### src/rtl/tx_fifo_pull_if.sv
// rtl/tx_fifo_pull_if.sv - system-write / shifter-handoff bundle for the TX FIFO pull controller
interface tx_fifo_pull_if #(
  parameter int DEPTH = 4,
  parameter int WIDTH = 32
);
  localparam int LW = $clog2(DEPTH) + 1;

  logic             penable;
  logic [WIDTH-1:0] wr_data;
  logic             wr_en;
  logic             pull_req;
  logic             pull_block;
  logic             pull_ifempty;
  logic             autopull_en;
  logic [4:0]       pull_thresh;
  logic [6:0]       shift_count;
  logic [WIDTH-1:0] scratch_x;
  logic             flag_clr;
  logic [WIDTH-1:0] osr_data;
  logic             osr_set;
  logic             count_clr;
  logic             stall;
  logic             full;
  logic             empty;
  logic [LW-1:0]    level;
  logic             overflow;
  logic             stall_flag;

  modport master (
    output penable, wr_data, wr_en, pull_req, pull_block, pull_ifempty,
           autopull_en, pull_thresh, shift_count, scratch_x, flag_clr,
    input  osr_data, osr_set, count_clr, stall, full, empty, level,
           overflow, stall_flag
  );

  modport slave (
    input  penable, wr_data, wr_en, pull_req, pull_block, pull_ifempty,
           autopull_en, pull_thresh, shift_count, scratch_x, flag_clr,
    output osr_data, osr_set, count_clr, stall, full, empty, level,
           overflow, stall_flag
  );
endinterface

### src/rtl/tx_fifo_pull.sv
// rtl/tx_fifo_pull.sv - 4-entry TX FIFO with PULL/autopull handoff into the output shift register
module tx_fifo_pull #(
  parameter int DEPTH = 4,
  parameter int WIDTH = 32
) (
  input logic           clk,
  input logic           reset,
  tx_fifo_pull_if.slave bus
);
  localparam int PW = $clog2(DEPTH);
  localparam int LW = PW + 1;

  logic [WIDTH-1:0] r_mem [DEPTH];
  logic [PW-1:0]    r_rd_ptr;
  logic [PW-1:0]    r_wr_ptr;
  logic [LW-1:0]    r_level;
  logic             r_overflow;
  logic             r_stall_flag;

  logic             w_empty;
  logic             w_full;
  logic [6:0]       w_thr;
  logic             w_at_thr;
  logic             w_pop;
  logic             w_set;
  logic             w_sel_x;
  logic             w_stall;
  logic             w_stall_evt;
  logic             w_wr_accept;
  logic             w_ovf_evt;

  assign w_empty  = (r_level == '0);
  assign w_full   = (r_level == LW'(DEPTH));
  assign w_thr    = (bus.pull_thresh == 5'd0) ? 7'd32 : {2'b00, bus.pull_thresh};
  assign w_at_thr = (bus.shift_count >= w_thr);

  // Autopull and explicit PULL are OR-ed into one pop so a coincident pair consumes one word.
  always_comb begin
    w_pop       = 1'b0;
    w_set       = 1'b0;
    w_sel_x     = 1'b0;
    w_stall     = 1'b0;
    w_stall_evt = 1'b0;
    if (!reset && bus.penable) begin
      if (bus.autopull_en && w_at_thr && !w_empty) begin
        w_pop = 1'b1;
        w_set = 1'b1;
      end
      if (bus.pull_req) begin
        if (bus.pull_ifempty && !w_at_thr) begin
          w_stall = 1'b0;
        end else if (bus.autopull_en && w_at_thr && w_empty) begin
          w_stall     = bus.pull_block;
          w_stall_evt = bus.pull_block;
        end else if (!w_empty) begin
          w_pop = 1'b1;
          w_set = 1'b1;
        end else if (bus.pull_block) begin
          w_stall     = 1'b1;
          w_stall_evt = 1'b1;
        end else begin
          w_sel_x = 1'b1;
          w_set   = 1'b1;
        end
      end
    end
  end

  // A pop frees the slot on the same edge, so a write into a full FIFO is still taken.
  assign w_wr_accept = bus.wr_en && (!w_full || w_pop);
  assign w_ovf_evt   = bus.wr_en && w_full && !w_pop;

  always_ff @(posedge clk) begin
    if (w_wr_accept) begin
      r_mem[r_wr_ptr] <= bus.wr_data;
    end
  end

  always_ff @(posedge clk) begin
    if (reset) begin
      r_rd_ptr     <= '0;
      r_wr_ptr     <= '0;
      r_level      <= '0;
      r_overflow   <= 1'b0;
      r_stall_flag <= 1'b0;
    end else begin
      if (w_wr_accept) begin
        r_wr_ptr <= r_wr_ptr + PW'(1);
      end
      if (w_pop) begin
        r_rd_ptr <= r_rd_ptr + PW'(1);
      end
      r_level <= r_level + LW'(w_wr_accept) - LW'(w_pop);
      if (w_ovf_evt) begin
        r_overflow <= 1'b1;
      end else if (bus.flag_clr) begin
        r_overflow <= 1'b0;
      end
      if (w_stall_evt) begin
        r_stall_flag <= 1'b1;
      end else if (bus.flag_clr) begin
        r_stall_flag <= 1'b0;
      end
    end
  end

  assign bus.osr_data   = w_sel_x ? bus.scratch_x : r_mem[r_rd_ptr];
  assign bus.osr_set    = w_set;
  assign bus.count_clr  = w_set;
  assign bus.stall      = w_stall;
  assign bus.full       = w_full;
  assign bus.empty      = w_empty;
  assign bus.level      = r_level;
  assign bus.overflow   = r_overflow;
  assign bus.stall_flag = r_stall_flag;
endmodule

### src/flat_wrapper.sv
// flat-port wrapper written by rule: the top's interface ports become plain ports
module tx_fifo_pull_flat 
#(
  parameter int DEPTH = 4,
  parameter int WIDTH = 32
)
  (clk, reset, bus_penable, bus_wr_data, bus_wr_en, bus_pull_req, bus_pull_block, bus_pull_ifempty, bus_autopull_en, bus_pull_thresh, bus_shift_count, bus_scratch_x, bus_flag_clr, bus_osr_data, bus_osr_set, bus_count_clr, bus_stall, bus_full, bus_empty, bus_level, bus_overflow, bus_stall_flag);
  tx_fifo_pull_if #(.DEPTH(DEPTH), .WIDTH(WIDTH)) bus_i ();
  input logic clk;
  input logic reset;
  input wire logic [$bits(bus_i.penable)-1:0] bus_penable;
  input wire logic [$bits(bus_i.wr_data)-1:0] bus_wr_data;
  input wire logic [$bits(bus_i.wr_en)-1:0] bus_wr_en;
  input wire logic [$bits(bus_i.pull_req)-1:0] bus_pull_req;
  input wire logic [$bits(bus_i.pull_block)-1:0] bus_pull_block;
  input wire logic [$bits(bus_i.pull_ifempty)-1:0] bus_pull_ifempty;
  input wire logic [$bits(bus_i.autopull_en)-1:0] bus_autopull_en;
  input wire logic [$bits(bus_i.pull_thresh)-1:0] bus_pull_thresh;
  input wire logic [$bits(bus_i.shift_count)-1:0] bus_shift_count;
  input wire logic [$bits(bus_i.scratch_x)-1:0] bus_scratch_x;
  input wire logic [$bits(bus_i.flag_clr)-1:0] bus_flag_clr;
  output wire logic [$bits(bus_i.osr_data)-1:0] bus_osr_data;
  output wire logic [$bits(bus_i.osr_set)-1:0] bus_osr_set;
  output wire logic [$bits(bus_i.count_clr)-1:0] bus_count_clr;
  output wire logic [$bits(bus_i.stall)-1:0] bus_stall;
  output wire logic [$bits(bus_i.full)-1:0] bus_full;
  output wire logic [$bits(bus_i.empty)-1:0] bus_empty;
  output wire logic [$bits(bus_i.level)-1:0] bus_level;
  output wire logic [$bits(bus_i.overflow)-1:0] bus_overflow;
  output wire logic [$bits(bus_i.stall_flag)-1:0] bus_stall_flag;
  assign bus_i.penable = bus_penable;
  assign bus_i.wr_data = bus_wr_data;
  assign bus_i.wr_en = bus_wr_en;
  assign bus_i.pull_req = bus_pull_req;
  assign bus_i.pull_block = bus_pull_block;
  assign bus_i.pull_ifempty = bus_pull_ifempty;
  assign bus_i.autopull_en = bus_autopull_en;
  assign bus_i.pull_thresh = bus_pull_thresh;
  assign bus_i.shift_count = bus_shift_count;
  assign bus_i.scratch_x = bus_scratch_x;
  assign bus_i.flag_clr = bus_flag_clr;
  assign bus_osr_data = bus_i.osr_data;
  assign bus_osr_set = bus_i.osr_set;
  assign bus_count_clr = bus_i.count_clr;
  assign bus_stall = bus_i.stall;
  assign bus_full = bus_i.full;
  assign bus_empty = bus_i.empty;
  assign bus_level = bus_i.level;
  assign bus_overflow = bus_i.overflow;
  assign bus_stall_flag = bus_i.stall_flag;
  tx_fifo_pull #(.DEPTH(DEPTH), .WIDTH(WIDTH)) u_core (.clk(clk), .reset(reset), .bus(bus_i));
endmodule
### config.mk
export PLATFORM = sky130hd
export DESIGN_NAME = tx_fifo_pull_flat
export DESIGN_NICKNAME = d
export VERILOG_FILES = /design/src/rtl/tx_fifo_pull_if.sv /design/src/rtl/tx_fifo_pull.sv /design/src/flat_wrapper.sv
export SDC_FILE = /design/constraint.sdc
export NUM_CORES = 1
export LEC_CHECK = 0
export BUFFER_PORTS_ARGS = -buffer_cell sky130_fd_sc_hd__buf_4
export CORE_MARGIN = 1
export CORE_UTILIZATION = 45
export DETAILED_ROUTE_END_ITERATION = 7
export GPL_TIMING_DRIVEN = 0
export HOLD_SLACK_MARGIN = 0.02
export PLACE_DENSITY = 0.82
export SLEW_MARGIN = 5
export SYNTH_ARGS = -nofsm -noshare
export SYNTH_HDL_FRONTEND = slang
export SYNTH_SLANG_ARGS = --single-unit
### constraint.sdc
create_clock -name clk -period 3 [get_ports clk]
set_clock_uncertainty 0.2 [all_clocks]
set_input_delay 0.3 -clock clk [delete_from_list [all_inputs] [get_ports clk]]
set_output_delay 0.3 -clock clk [all_outputs]
set_load 0.03 [all_outputs]
**Word-level counts from Yosys, hierarchy flattened**

Memories as Yosys holds them, arrays and structs flattened. A register that Yosys moved wholly into a read port is not among the register bits.
Index checks and enable logic that the tools add are counted.

- Flip-flop bits (word level): 9
- Latch bits: 0
- Memory bits (writable): 128
- Memory bits (read-only): 0
- Input bits: 85
- Output and inout port bits: 42
- Word-level logic and storage cells: 63
- Memories kept: 1

- Add/sub/neg operators: 4
- $mul: 0
- Divide/modulo/power cells: 0
- $lt $le $gt $ge: 1
- Equal/unequal tests: 1
- Shift operators: 0
- Multiplexer cells: 33
- Bitwise logic cells: 0
- Reductions and logical operators: 18

Memory list:

| name | depth | bits a word | rd ports | clocked after memory_dff | write ports | RTL line | RTL |
|---|---|---|---|---|---|---|---|
| u_core.r_mem | 4 | 32 | 1 | 1 | 1 | tx_fifo_pull.sv:13 | `logic [WIDTH-1:0] r_mem [DEPTH];` |

Operators by type and width:

| kind | count |
|---|---|
| 2-to-1 mux 32 bit | 1 |
| 2-to-1 mux 1 bit | 29 |
| logical AND 1 bit | 8 |
| >= comparator 7 bit | 1 |
| 2-to-1 mux 6 bit | 1 |
| logical NOT 1 bit | 5 |
| logical NOT 5 bit | 1 |
| adder 2 x 1 -> 2 bit (second input constant) | 2 |
| 2-to-1 mux 2 bit | 2 |
| nonzero test 2 bit | 2 |
| adder 3 x 1 -> 3 bit | 1 |
| equality test 3 bit (second input constant) | 1 |
| logical NOT 3 bit | 1 |
| subtractor 3 x 1 -> 3 bit | 1 |
| logical OR 1 bit | 1 |

**Logic depth before layout (Yosys ltp)**

Gate-level depths: netlist (run 1).

- Depth in word-level cells: 15
- Depth in mapped cells: 16
- Depth with buffers taken out: 16

**Worst setup path before layout (run 1)**

No wires, ideal clock.

- Path type: input -> register
- Start: input port bus_pull_thresh[2]
- End: register u_core.r_level[2], in the netlist u_core.bus.level[2]
- Library setup time: 127 ps
- Data arrival time: 2935 ps
- Data required time: 2673 ps
- Path slack: -262 ps
- Stages on the path: 15
- Path buffers: 0
- Cells stage by stage: nor4_1 -> nand2_1 -> ha_1 -> a211o_1 -> a211oi_1 -> nor2_1 -> a21o_1 -> ha_1 -> inv_1 -> ha_1 -> inv_1 -> fa_1 -> xor2_1 -> xnor2_1 -> nor2_1

- Word-level cells in the longest chain between the ends: 15
- Elaborated cells on any way between the ends: 18
- Classes of those cells: 2 x add/sub; 1 x order compare; 7 x mux; 8 x reduce/logical

Ends and longest elaborated chain:

| what | RTL line | RTL |
|---|---|---|
| start: declaration | flat_wrapper.sv:18 | `input wire logic [$bits(bus_i.pull_thresh)-1:0] bus_pull_thresh;` |
| logical NOT 5 bit | tx_fifo_pull.sv:34 | `assign w_thr = (bus.pull_thresh == 5'd0) ? 7'd32 : {2'b00, bus.pull_thresh};` |
| 2-to-1 mux 6 bit (*) | tx_fifo_pull.sv:34 |  |
| >= comparator 7 bit (*) | tx_fifo_pull.sv:35 | `assign w_at_thr = (bus.shift_count >= w_thr);` |
| logical AND 1 bit | tx_fifo_pull.sv:45, tx_fifo_pull.sv:52 |  |
| logical AND 1 bit | tx_fifo_pull.sv:45 | `if (bus.autopull_en && w_at_thr && !w_empty) begin` |
| 2-to-1 mux 1 bit | tx_fifo_pull.sv:45 |  |
| 2-to-1 mux 1 bit | tx_fifo_pull.sv:55 | `end else if (!w_empty) begin` |
| 2-to-1 mux 1 bit | tx_fifo_pull.sv:52 | `end else if (bus.autopull_en && w_at_thr && w_empty) begin` |
| 2-to-1 mux 1 bit | tx_fifo_pull.sv:50 | `if (bus.pull_ifempty && !w_at_thr) begin` |
| 2-to-1 mux 1 bit (*) | tx_fifo_pull.sv:49 | `if (bus.pull_req) begin` |
| 2-to-1 mux 1 bit (*) | tx_fifo_pull.sv:44 | `if (!reset && bus.penable) begin` |
| logical OR 1 bit | tx_fifo_pull.sv:70 | `assign w_wr_accept = bus.wr_en && (!w_full \|\| w_pop);` |
| logical AND 1 bit | tx_fifo_pull.sv:70 |  |
| adder 3 x 1 -> 3 bit | tx_fifo_pull.sv:93 | `r_level <= r_level + LW'(w_wr_accept) - LW'(w_pop);` |
| subtractor 3 x 1 -> 3 bit (*) | tx_fifo_pull.sv:93 |  |
| end signal: assignment | tx_fifo_pull.sv:93 |  |
| end: declaration | tx_fifo_pull.sv:16 | `logic [LW-1:0] r_level;` |

Every way passes the cells marked *; elsewhere a longest branch is shown, timed or not.
A chain may end at the register's enable or synchronous reset.

**Final worst setup path (run 1)**

- Start: input port bus_pull_thresh[0]
- End: output port bus_osr_data[29]

- Word-level cells in the longest chain between the ends: 10
- Elaborated cells on any way between the ends: 12
- Classes of those cells: 1 x order compare; 6 x mux; 5 x reduce/logical

Ends and longest elaborated chain:

| what | RTL line | RTL |
|---|---|---|
| logical NOT 5 bit | tx_fifo_pull.sv:34 |  |
| 2-to-1 mux 6 bit (*) | tx_fifo_pull.sv:34 |  |
| >= comparator 7 bit (*) | tx_fifo_pull.sv:35 |  |
| logical AND 1 bit (2 in series) | tx_fifo_pull.sv:52 |  |
| 2-to-1 mux 1 bit | tx_fifo_pull.sv:52 |  |
| 2-to-1 mux 1 bit (*) | tx_fifo_pull.sv:50 |  |
| 2-to-1 mux 1 bit (*) | tx_fifo_pull.sv:49 |  |
| 2-to-1 mux 1 bit (*) | tx_fifo_pull.sv:44 |  |
| 2-to-1 mux 32 bit (*) | tx_fifo_pull.sv:107 | `assign bus.osr_data = w_sel_x ? bus.scratch_x : r_mem[r_rd_ptr];` |
| end: declaration | flat_wrapper.sv:22 | `output wire logic [$bits(bus_i.osr_data)-1:0] bus_osr_data;` |

Marks and branches as above.

==> results of run 1 <==
[where the power goes]
group / total (W) / internal (W) / switching [W]
clock: 0.00223 / 0.00147 / 0.000762
combinational: 0.00144 / 0.000706 / 0.000732
sequential: 0.00237 / 0.00232 / 0.0000595
[final cells by class]
| class | instances | area, sq um |
|---|---|---|
| fillers | 861 | 4220 |
| flip-flops and latches | 139 | 4060 |
| multi-input cells | 134 | 1830 |
| repair buffers | 170 | 1560 |
| clock buffers | 17 | 425 |
| clock inverters | 15 | 221 |
| well taps | 172 | 215 |
| plain buffers | 15 | 126 |
| inverters | 14 | 52.6 |
[cell families after synthesis]
family          count (synthesis)  synth area share, %
flops                         139                 68.6
mux                            66                 20.5
simple gates                   30                 2.89
buf+inv                        29                 2.30
compound gates                 19                 2.49
fa+ha+maj                      13                 2.87
xor+xnor                        2                0.296
[layer usage]
metal | up-vias | GRT usage [%] | routed length [microns]
li1 | 1596 | - | -
met2 | 121 | 34.2 | 6680
met3 | 18 | 4.88 | 647
met5 | - | 0 | 0
met4 | 0 | 7.00 | 229
met1 | 1767 | 21.1 | 5070
[placed cells by master, fill, tap and decap left out, types with 2 or more instances in the layout]
master,Yosys,routed
bufinv_16,0,5
o21ai_0,2,2
clkinvlp_4,0,3
a211o_1,2,2
mux4_2,32,32
ha_1,12,10
clkinv_2,0,2
edfxtp_1,128,128
a21o_1,3,3
and2_4,0,8
a211oi_1,3,2
nand2b_1,3,3
mux2_4,30,30
clkbuf_16,0,17
nor2_1,9,8
clkinv_4,0,3
mux2_2,3,3
buf_12,0,4
inv_1,14,13
buf_4,1,96
nor2b_1,3,2
buf_6,3,37
dfxtp_1,11,11
a311oi_1,2,2
nor2_4,0,2
clkbuf_1,10,9
buf_16,0,3
nor3b_1,2,2
dlygate4sd3_1,0,35
[worst min-delay path, stage by stage]
cell     delay (ps)
buf_4            80
nor2b_1          30
o21ba_2         190
[how the worst max path moves through the flow]
stage          slack, ps                              to  cells past startpoint                from
6_report            -340                bus_osr_data[29]                     12  bus_pull_thresh[0]
4_1_cts             -430                bus_osr_data[30]                     12  bus_pull_thresh[0]
3_5_place_dp        -550                bus_osr_data[30]                     13  bus_pull_thresh[2]
5_1_grt             -430                bus_osr_data[29]                     12  bus_pull_thresh[0]
2_1_floorplan       -120  u_core.bus.level[2]$_SDFF_PP0_                     15  bus_pull_thresh[2]
3_3_place_gp        -470                bus_osr_data[30]                     13  bus_pull_thresh[2]
[registers in the layout (all words and copies together) (netlist names), named ones only]
| name | flops |
|---|---|
| u_core.bus.overflow | 1 |
| u_core.bus.stall_flag | 1 |
| u_core.r_rd_ptr | 2 |
| u_core.r_wr_ptr | 2 |
| u_core.bus.level | 3 |
| u_core.r_mem | 128 |
[Yosys cell counts (2+ instances only)]
cell	instances	area share, %
a21o_1	3	0.38
nor3b_1	2	0.25
dfxtp_1	11	3.7
clkbuf_1	10	0.63
a211o_1	2	0.30
mux2_4	30	7.6
a311oi_1	2	0.30
nand2b_1	3	0.32
edfxtp_1	128	65
nor2b_1	3	0.32
mux4_2	32	12
mux2_2	3	0.57
and2_1	4	0.42
inv_1	14	0.89
a211oi_1	3	0.38
ha_1	12	2.5
buf_6	3	0.57
nor2_1	9	0.57
o21ai_0	2	0.17
[stage by stage]
| stage | setup TNS, ps | hold slack [ps] | instances |
|---|---|---|---|
| 6_report | -10830 | 39.3 | 676 |
| 5_1_grt | -13950 | 41.4 | 676 |
| 4_1_cts | -13670 | 28.6 | 670 |
| 3_5_place_dp | -80210 | 303 | 596 |
| 3_3_place_gp | -68100 | 277 | 596 |
| 2_1_floorplan | -1610 | 199 | 298 |
[timing repair]
item                                    CTS  global route
hold endpoints to repair                130             0
endpoints found under the setup margin  161           163
gates resized for setup                  53            14
buffers inserted                          4             2
pin swaps                                 8            16
hold buffers                             35             0
cloned                                    3             4
==> metrics, run 1 <==
initial antenna violation count=0; largest net degree at the start of global routing=33; Syn Area/Cell=19.9 sq um; row count=41; crit path launch type=primary input; crit-path leading delay family=simple AND/OR/NAND/NOR gates; failing checks=negative setup slack; setup ws final=-341 ps; Post-synth EDFFs=128; Critical Path Most Common Cell=buf_6; CTS tree=yes; DP Area=0.00713 sq mm; Hold WC Path Type=in -> reg; Fin. Hold Viols=0; Pwr per Cell Area=711 mW/mm^2; hold path start=bus_flag_clr; starting density of the core=46.5%; Final Slew Violations=0; Worst Setup End Kind=output port; Layout Utilization=66.8%; Slew Limit Headroom=42.9%; clk sinks=139; leak pwr=3.30 nW; CTS Buf Count=17; Ys Warns=0; first-pass GRT wire length=18,000 microns; Async S/R FF share, synth=0%; Final Cycle Share=111%; H-tree levels=4; Worst Path Required=2500 ps; Setup CP Type=in -> out; cells on worst reg2reg path=11; clock latency at the later pin of the worst-skew pair=410 ps; worst reg-to-reg setup slack=10 ps; antenna diode count=0; Crit Path Max Fanout=8; syn_nets=396; RSZ-0062 raised after global routing=true; Die H=117 microns; r2r endpoint=u_core.bus.level[2]$_SDFF_PP0_; min cycle time layout=3340 ps; slowest cell delay on critical path=530 ps; Worst Path Arrival=2840 ps; die width=117 microns; share of cells above drive strength 1=51.4%; sequential share of the synthesized area=68.6%; worst-path cell chain=buf_6, clkbuf_1, ha_1, nand2b_1, a211o_1, a21oi_2, nor2b_2, or4b_4, buf_12, buf_16, mux2_4, buf_6; Total Routing Usage GR=18.8%; total congestion overflow=0; max frequency=0.299 GHz; # setup viols final=34; Clock Tree Root=clkbuf_16; I/O Pins=127; worst r2r src=u_core.bus.level[1]$_SDFF_PP0_; post-synthesis cell count=298; Min-Delay Endpoint=u_core.bus.overflow$_SDFFE_PP0P_; GPL Wtd Cong=0.779; status=complete, but fails checks; vias per cell=5.18; area grow syn2layout=43.6%; TritonRoute pass-1 iters=6; maximum VDD drop=0.526 mV; CP max stage cell=or4b_4; Synth Cell Area=0.00592 sq mm; WL/cell=18.7 microns; final instance area=0.00850 sq mm; post-place setup slack=-545 ps; Post-synth top flop=edfxtp_1; clock slew at reported path FFs=60 ps; register bit count reported by yosys=139; Worst-Margin Slew=857 ps; total power=0.00605 W; number of DRC markers in iteration 0=203; max_cap viols=0; clk buf depth=2; # nets final=589; post-route DRC violation count=0; unique cell type count in the Yosys netlist=41; DP HPWL=7020 microns; Detail Route Antenna Nets=0; Die ar.=0.0136 sq mm; vias in the first global route=3,538; CP Buf/Inv Count=5; vias=3,502; Placeable Area=0.0127 sq mm; DRT Wirelength=12,600 microns; hold depth=3; input/output buffers=126
Note: power is estimated with default switching activity, not from simulation.
==> inputs of run 2 (changes only) <==
--- a/config.mk
+++ b/config.mk
@@ -6,7 +6,7 @@
 export NUM_CORES = 1
 export LEC_CHECK = 0
 export BUFFER_PORTS_ARGS = -buffer_cell sky130_fd_sc_hd__buf_4
-export CORE_MARGIN = 1
+export CORE_MARGIN = 3
 export CORE_UTILIZATION = 45
 export DETAILED_ROUTE_END_ITERATION = 7
 export GPL_TIMING_DRIVEN = 0
==> run 2 against run 1 <==
Compared with the run above:
- the flow still finishes with violations (negative setup slack)
- non-clock buffer count is 2 lower
- register-to-register slack better by 70 ps
- sequential power barely moved
- total power shrank 0.99%
- core utilization is 0.26 points lower
- combinational power is essentially flat
- global-route usage fell by 0.84 points
- critical path depth unchanged
- final cell count fell by 0.44%
- design area fell by 0.38%
- clock-buffer cell count did not move
- critical path type unchanged
- highest routed layer unchanged
==> metrics, run 2 (same netlist as run 1, synthesis figures left out) <==
status=complete, but fails checks; failing checks=negative setup slack; Placeable Area=0.0127 sq mm; first-pass GRT wire length=19,600 microns; Worst Setup End Kind=output port; vias=3,512; WL/cell=20.0 microns; post-place setup slack=-594 ps; Total Routing Usage GR=18.0%; most common cell after layout, fill and taps aside=edfxtp_1; Hold WC Path Type=in -> reg; RSZ-0062 raised after global routing=true; largest net degree at the start of global routing=33; total congestion overflow=0; DP HPWL=7550 microns; combinational power share=24.1%; Setup CP Type=in -> out; antenna diode count=0; Clock Tree Root=clkbuf_16; H-tree levels=4; leak pwr=3.29 nW; commonest cells after routing, fill and taps aside=edfxtp_1, buf_4, buf_6; Crit Path Max Fanout=8; max_cap viols=0; Slew Limit Headroom=53.1%; I/O Pins=127; switching pwr=0.00158 W; # nets final=587; placed cells=596; CP max stage cell=or4b_4; max reg flops=128; vias in the first global route=3,708; share of cells above drive strength 1=51.3%; setup_tns=-11,020 ps; Biggest register=u_core.r_mem; Pwr per Cell Area=707 mW/mm^2; Die ar.=0.0146 sq mm; clock share of power=36.2%; clock slew at reported path FFs=60 ps; post-route DRC violation count=0; clk buf depth=2; Die H=121 microns; input/output buffers=126; Final Cycle Share=112%; Final Slew Violations=0; slowest cell delay on critical path=540 ps; Worst-Margin Slew=703 ps; CP Buf/Inv Count=5; crit-path leading delay family=simple AND/OR/NAND/NOR gates; clk sinks=139; final instance area=0.00847 sq mm; Worst Path Arrival=2860 ps; Hold WS=50.7 ps; final std cells w/o fill=673; Sequential Power Share=39.7%; maximum VDD drop=0.342 mV; max frequency=0.297 GHz; switching part of the total=26.3%; TritonRoute pass-1 iters=4; DP Area=0.00713 sq mm; Detail Route Antenna Nets=0; area grow syn2layout=43.0%; # setup viols final=34; number of DRC markers in iteration 0=286; clock latency at the later pin of the worst-skew pair=400 ps; internal power=0.00441 W; CTS Buf Count=17; initial antenna violation count=0; CTS tree=yes; Worst Path Required=2500 ps; starting density of the core=46.5%; crit path launch type=primary input; GPL Wtd Cong=0.767; vias per cell=5.22; DRT Wirelength=13,400 microns; row count=41; min cycle time layout=3360 ps; setup ws final=-362 ps; die width=121 microns; Fin. Hold Viols=0; worst-path cell chain=buf_4, clkbuf_1, ha_1, nand2b_1, a211o_1, a21oi_2, nor2b_2, or4b_4, buf_12, clkbuf_16, mux2_4, buf_6
-- run 2: through the flow --
step	total power, W	util, %
2_1_floorplan	0.00323	-
3_3_place_gp	0.00364	56.0
3_5_place_dp	0.00368	56.0
4_1_cts	0.00599	65.6
5_1_grt	0.00622	66.6
6_report	0.00599	66.6
-- run 2: area by class of cell --
| type | count | area, sq um |
|---|---|---|
| Sequential cell | 139 | 4060 |
| Clock buffer | 17 | 425 |
| Tap cell | 172 | 215 |
| Inverter | 14 | 52.6 |
| Fill cell | 858 | 4250 |
| Buffer | 14 | 130 |
| Clock inverter | 14 | 194 |
| Multi-Input combinational cell | 134 | 1840 |
| Timing Repair Buffer | 169 | 1550 |
-- run 2: worst paths after layout --
check	startpoint	to	slack (ps)	cells after the start
min reg2reg	u_core.r_wr_ptr[1]$_SDFFE_PP0P_	u_core.r_wr_ptr[1]$_SDFFE_PP0P_	310	2
max reg2reg	u_core.bus.level[1]$_SDFF_PP0_	u_core.bus.level[2]$_SDFF_PP0_	80	12
min	bus_flag_clr	u_core.bus.overflow$_SDFFE_PP0P_	50	3
max	bus_pull_thresh[0]	bus_osr_data[7]	-360	12
-- run 2: routing by layer --
| layer | vias up | track usage [%] | share of wire (%) |
|---|---|---|---|
| li1 | 1591 | - | - |
| met1 | 1777 | 21.6 | 41 |
| met2 | 132 | 31.4 | 53 |
| met3 | 12 | 4.63 | 5.5 |
| met4 | 0 | 6.23 | 0.84 |
| met5 | - | 0 | 0 |
-- run 2: power by group through the flow --
stage	combinational (W)	sequential (W)	clock, W
final	0.00145	0.00238	0.00217
after global routing	0.00153	0.00239	0.00230
after CTS	0.00141	0.00238	0.00220
after detailed placement	0.00126	0.00242	0
after global placement	0.00123	0.00240	0
after floorplan	0.000800	0.00243	0
-- run 2: worst reg2reg max path: cells and delay by family, from the launching register on --
family,cells,cell delay (ps)
XOR/XNOR,2,300
AND/OR/NAND/NOR,4,910
AO/OA/AOI/OAI,1,170
adder cells (fa/ha/maj),3,750
buffers and inverters,2,110
flip-flops,1,370
-- run 2: timing repair --
item,CTS,global route
endpoints found under the setup margin,161,162
hold endpoints to repair,130,0
hold buffers,35,0
gates cloned,2,5
resized for setup,50,19
buffers inserted,3,2
pin swaps,1,8
==> inputs of run 3 (changes only) <==
--- a/config.mk
+++ b/config.mk
@@ -11,7 +11,7 @@
 export DETAILED_ROUTE_END_ITERATION = 7
 export GPL_TIMING_DRIVEN = 0
 export HOLD_SLACK_MARGIN = 0.02
-export PLACE_DENSITY = 0.82
+export PLACE_DENSITY = 0.7
 export SLEW_MARGIN = 5
 export SYNTH_ARGS = -nofsm -noshare
 export SYNTH_HDL_FRONTEND = slang
==> constraint.sdc (replaced) <==
create_clock -name clk -period 4.3 [get_ports clk]
set_clock_uncertainty 0.2 [all_clocks]
set_input_delay 0.43 -clock clk [delete_from_list [all_inputs] [get_ports clk]]
set_output_delay 0.43 -clock clk [all_outputs]
set_load 0.03 [all_outputs]
==> run 3 against run 2 <==
Compared with the run above:
- clock-buffer cell count grew 2
- register-to-register slack better by 1200 ps
- largest cell class unchanged
- global-route usage shrank 1.2 points
- the run now ends clean
- sequential share of layout area up 2.2 points
- critical path depth up 1
- die area is the same
==> metrics, run 3 (same netlist as run 1, synthesis figures left out) <==
Final Cycle Share=90.5%; max_cap viols=0; # nets final=577; post-route DRC violation count=0; setup ws final=410 ps; clock slew at reported path FFs=60 ps; post-place setup slack=265 ps; I/O Pins=127; initial antenna violation count=0; vias per cell=5.03; DRT Wirelength=11,500 microns; vias=3,333; Die ar.=0.0146 sq mm; DP HPWL=7590 microns; Worst Path Required=3670 ps; H-tree levels=4; min cycle time layout=3890 ps; area of the multi-input gates=0.00173 sq mm; share of cells above drive strength 1=47.9%; RSZ-0062 raised after global routing=false; largest net degree at the start of global routing=22; first-pass GRT wire length=18,400 microns; CTS tree=yes; FF+latch area=0.00406 sq mm; Worst Path Arrival=3260 ps; area grow syn2layout=36.7%; GPL Wtd Cong=0.711; Worst-Margin Slew=913 ps; Hold WS=118 ps; vias in the first global route=3,674; max frequency=0.257 GHz; Detail Route Antenna Nets=0; Hold WC Path Type=in -> reg; total congestion overflow=0; maximum VDD drop=0.249 mV; Pwr per Cell Area=499 mW/mm^2; input/output buffers=126; crit path launch type=primary input; row count=41; status=finished clean; starting density of the core=46.5%; number of DRC markers in iteration 0=229; clk sinks=139; Placeable Area=0.0127 sq mm; Slew Limit Headroom=39.2%; Final Slew Violations=0; Biggest register=u_core.r_mem; Clock Tree Root=clkbuf_16; die width=121 microns; max reg flops=128; Worst Setup End Kind=output port; fillcell total=941; commonest cells after routing, fill and taps aside=edfxtp_1, buf_4, mux4_2, dlygate4sd3_1, mux2_4; Setup CP Type=in -> out; Crit Path Max Fanout=10; antenna diode count=0; Fin. Hold Viols=0; # setup viols final=0; Total Routing Usage GR=16.7%; most common cell after layout, fill and taps aside=edfxtp_1; total power=0.00404 W; WL/cell=17.3 microns; clock latency at the later pin of the worst-skew pair=400 ps; worst reg-to-reg setup slack=1320 ps; CTS Buf Count=17; TritonRoute pass-1 iters=4; leak pwr=3.13 nW; Die H=121 microns; clk buf depth=2
==> run 3: changes by cell type in the layout (fill, tap and decap cells not counted), moves of 3 or more <==
cell	change
dlygate4sd3_1	-3
and2_4	-8
buf_6	-33
and2_2	+4
clkbuf_1	+6
buf_4	+31
==> run 3: metal layers <==
layer / global-route usage, % / vias to the layer above / part of all wire (%)
met5: 0 / - / 0
met4: 4.39 / 0 / 0.37
met3: 5.05 / 5 / 6.9
met2: 28.5 / 128 / 52
met1: 21.0 / 1639 / 41
li1: - / 1561 / -
==> run 3: path summary, 6_finish.rpt <==
check        depth (start not counted)                               to                             from
min                                  3  u_core.r_wr_ptr[1]$_SDFFE_PP0P_                            reset
max                                 13                 bus_osr_data[13]               bus_pull_thresh[2]
max reg2reg                         11   u_core.bus.level[2]$_SDFF_PP0_   u_core.bus.level[1]$_SDFF_PP0_
min reg2reg                          2  u_core.r_wr_ptr[1]$_SDFFE_PP0P_  u_core.r_wr_ptr[1]$_SDFFE_PP0P_
==> run 3: final cells by class <==
cell class | count | share of cell area, %
Clock buffer | 19 | 5.35
Clock inverter | 12 | 2.13
Multi-Input combinational cell | 130 | 21.4
Buffer | 15 | 1.04
Tap cell | 172 | 2.66
Inverter | 14 | 0.649
Sequential cell | 139 | 50.2
Timing Repair Buffer | 162 | 16.6
==> run 3: worst max-delay path, stage by stage <==
cell	delay, ps
buf_4	110
nor4_1	300
nand2_1	90
ha_1	300
nand4b_1	130
nor2_2	150
a211oi_1	110
nor2_2	290
or4b_1	480
buf_2	200
buf_6	180
mux2_4	310
buf_4	170
==> run 3: power by group <==
group | leakage [nW] | switching, W | internal, W
clock | 0.285 | 0.000515 | 0.000964
sequential | 1.26 | 0.0000391 | 0.00161
combinational | 1.58 | 0.000473 | 0.000435
total | 3.13 | 0.00103 | 0.00301
==> run 3: what timing repair did <==
item	in CTS	in global routing
resized for setup	0	1
setup endpoints to repair	0	30
endpoints found under the hold margin	115	0
buffers inserted	0	0
hold buffers	32	0
==> run 3: metrics by stage <==
step / std cells / setup TNS (ps) / util [%] / instance area [sq um]
3_3_place_gp: 596 / -16880 / 55.7 / 7080
4_1_cts: 663 / 0 / 63.6 / 8090
6_report: 663 / 0 / 63.6 / 8100
3_5_place_dp: 600 / 0 / 56.3 / 7170
2_1_floorplan: 298 / 0 / - / 5920
5_1_grt: 663 / 0 / 63.6 / 8100
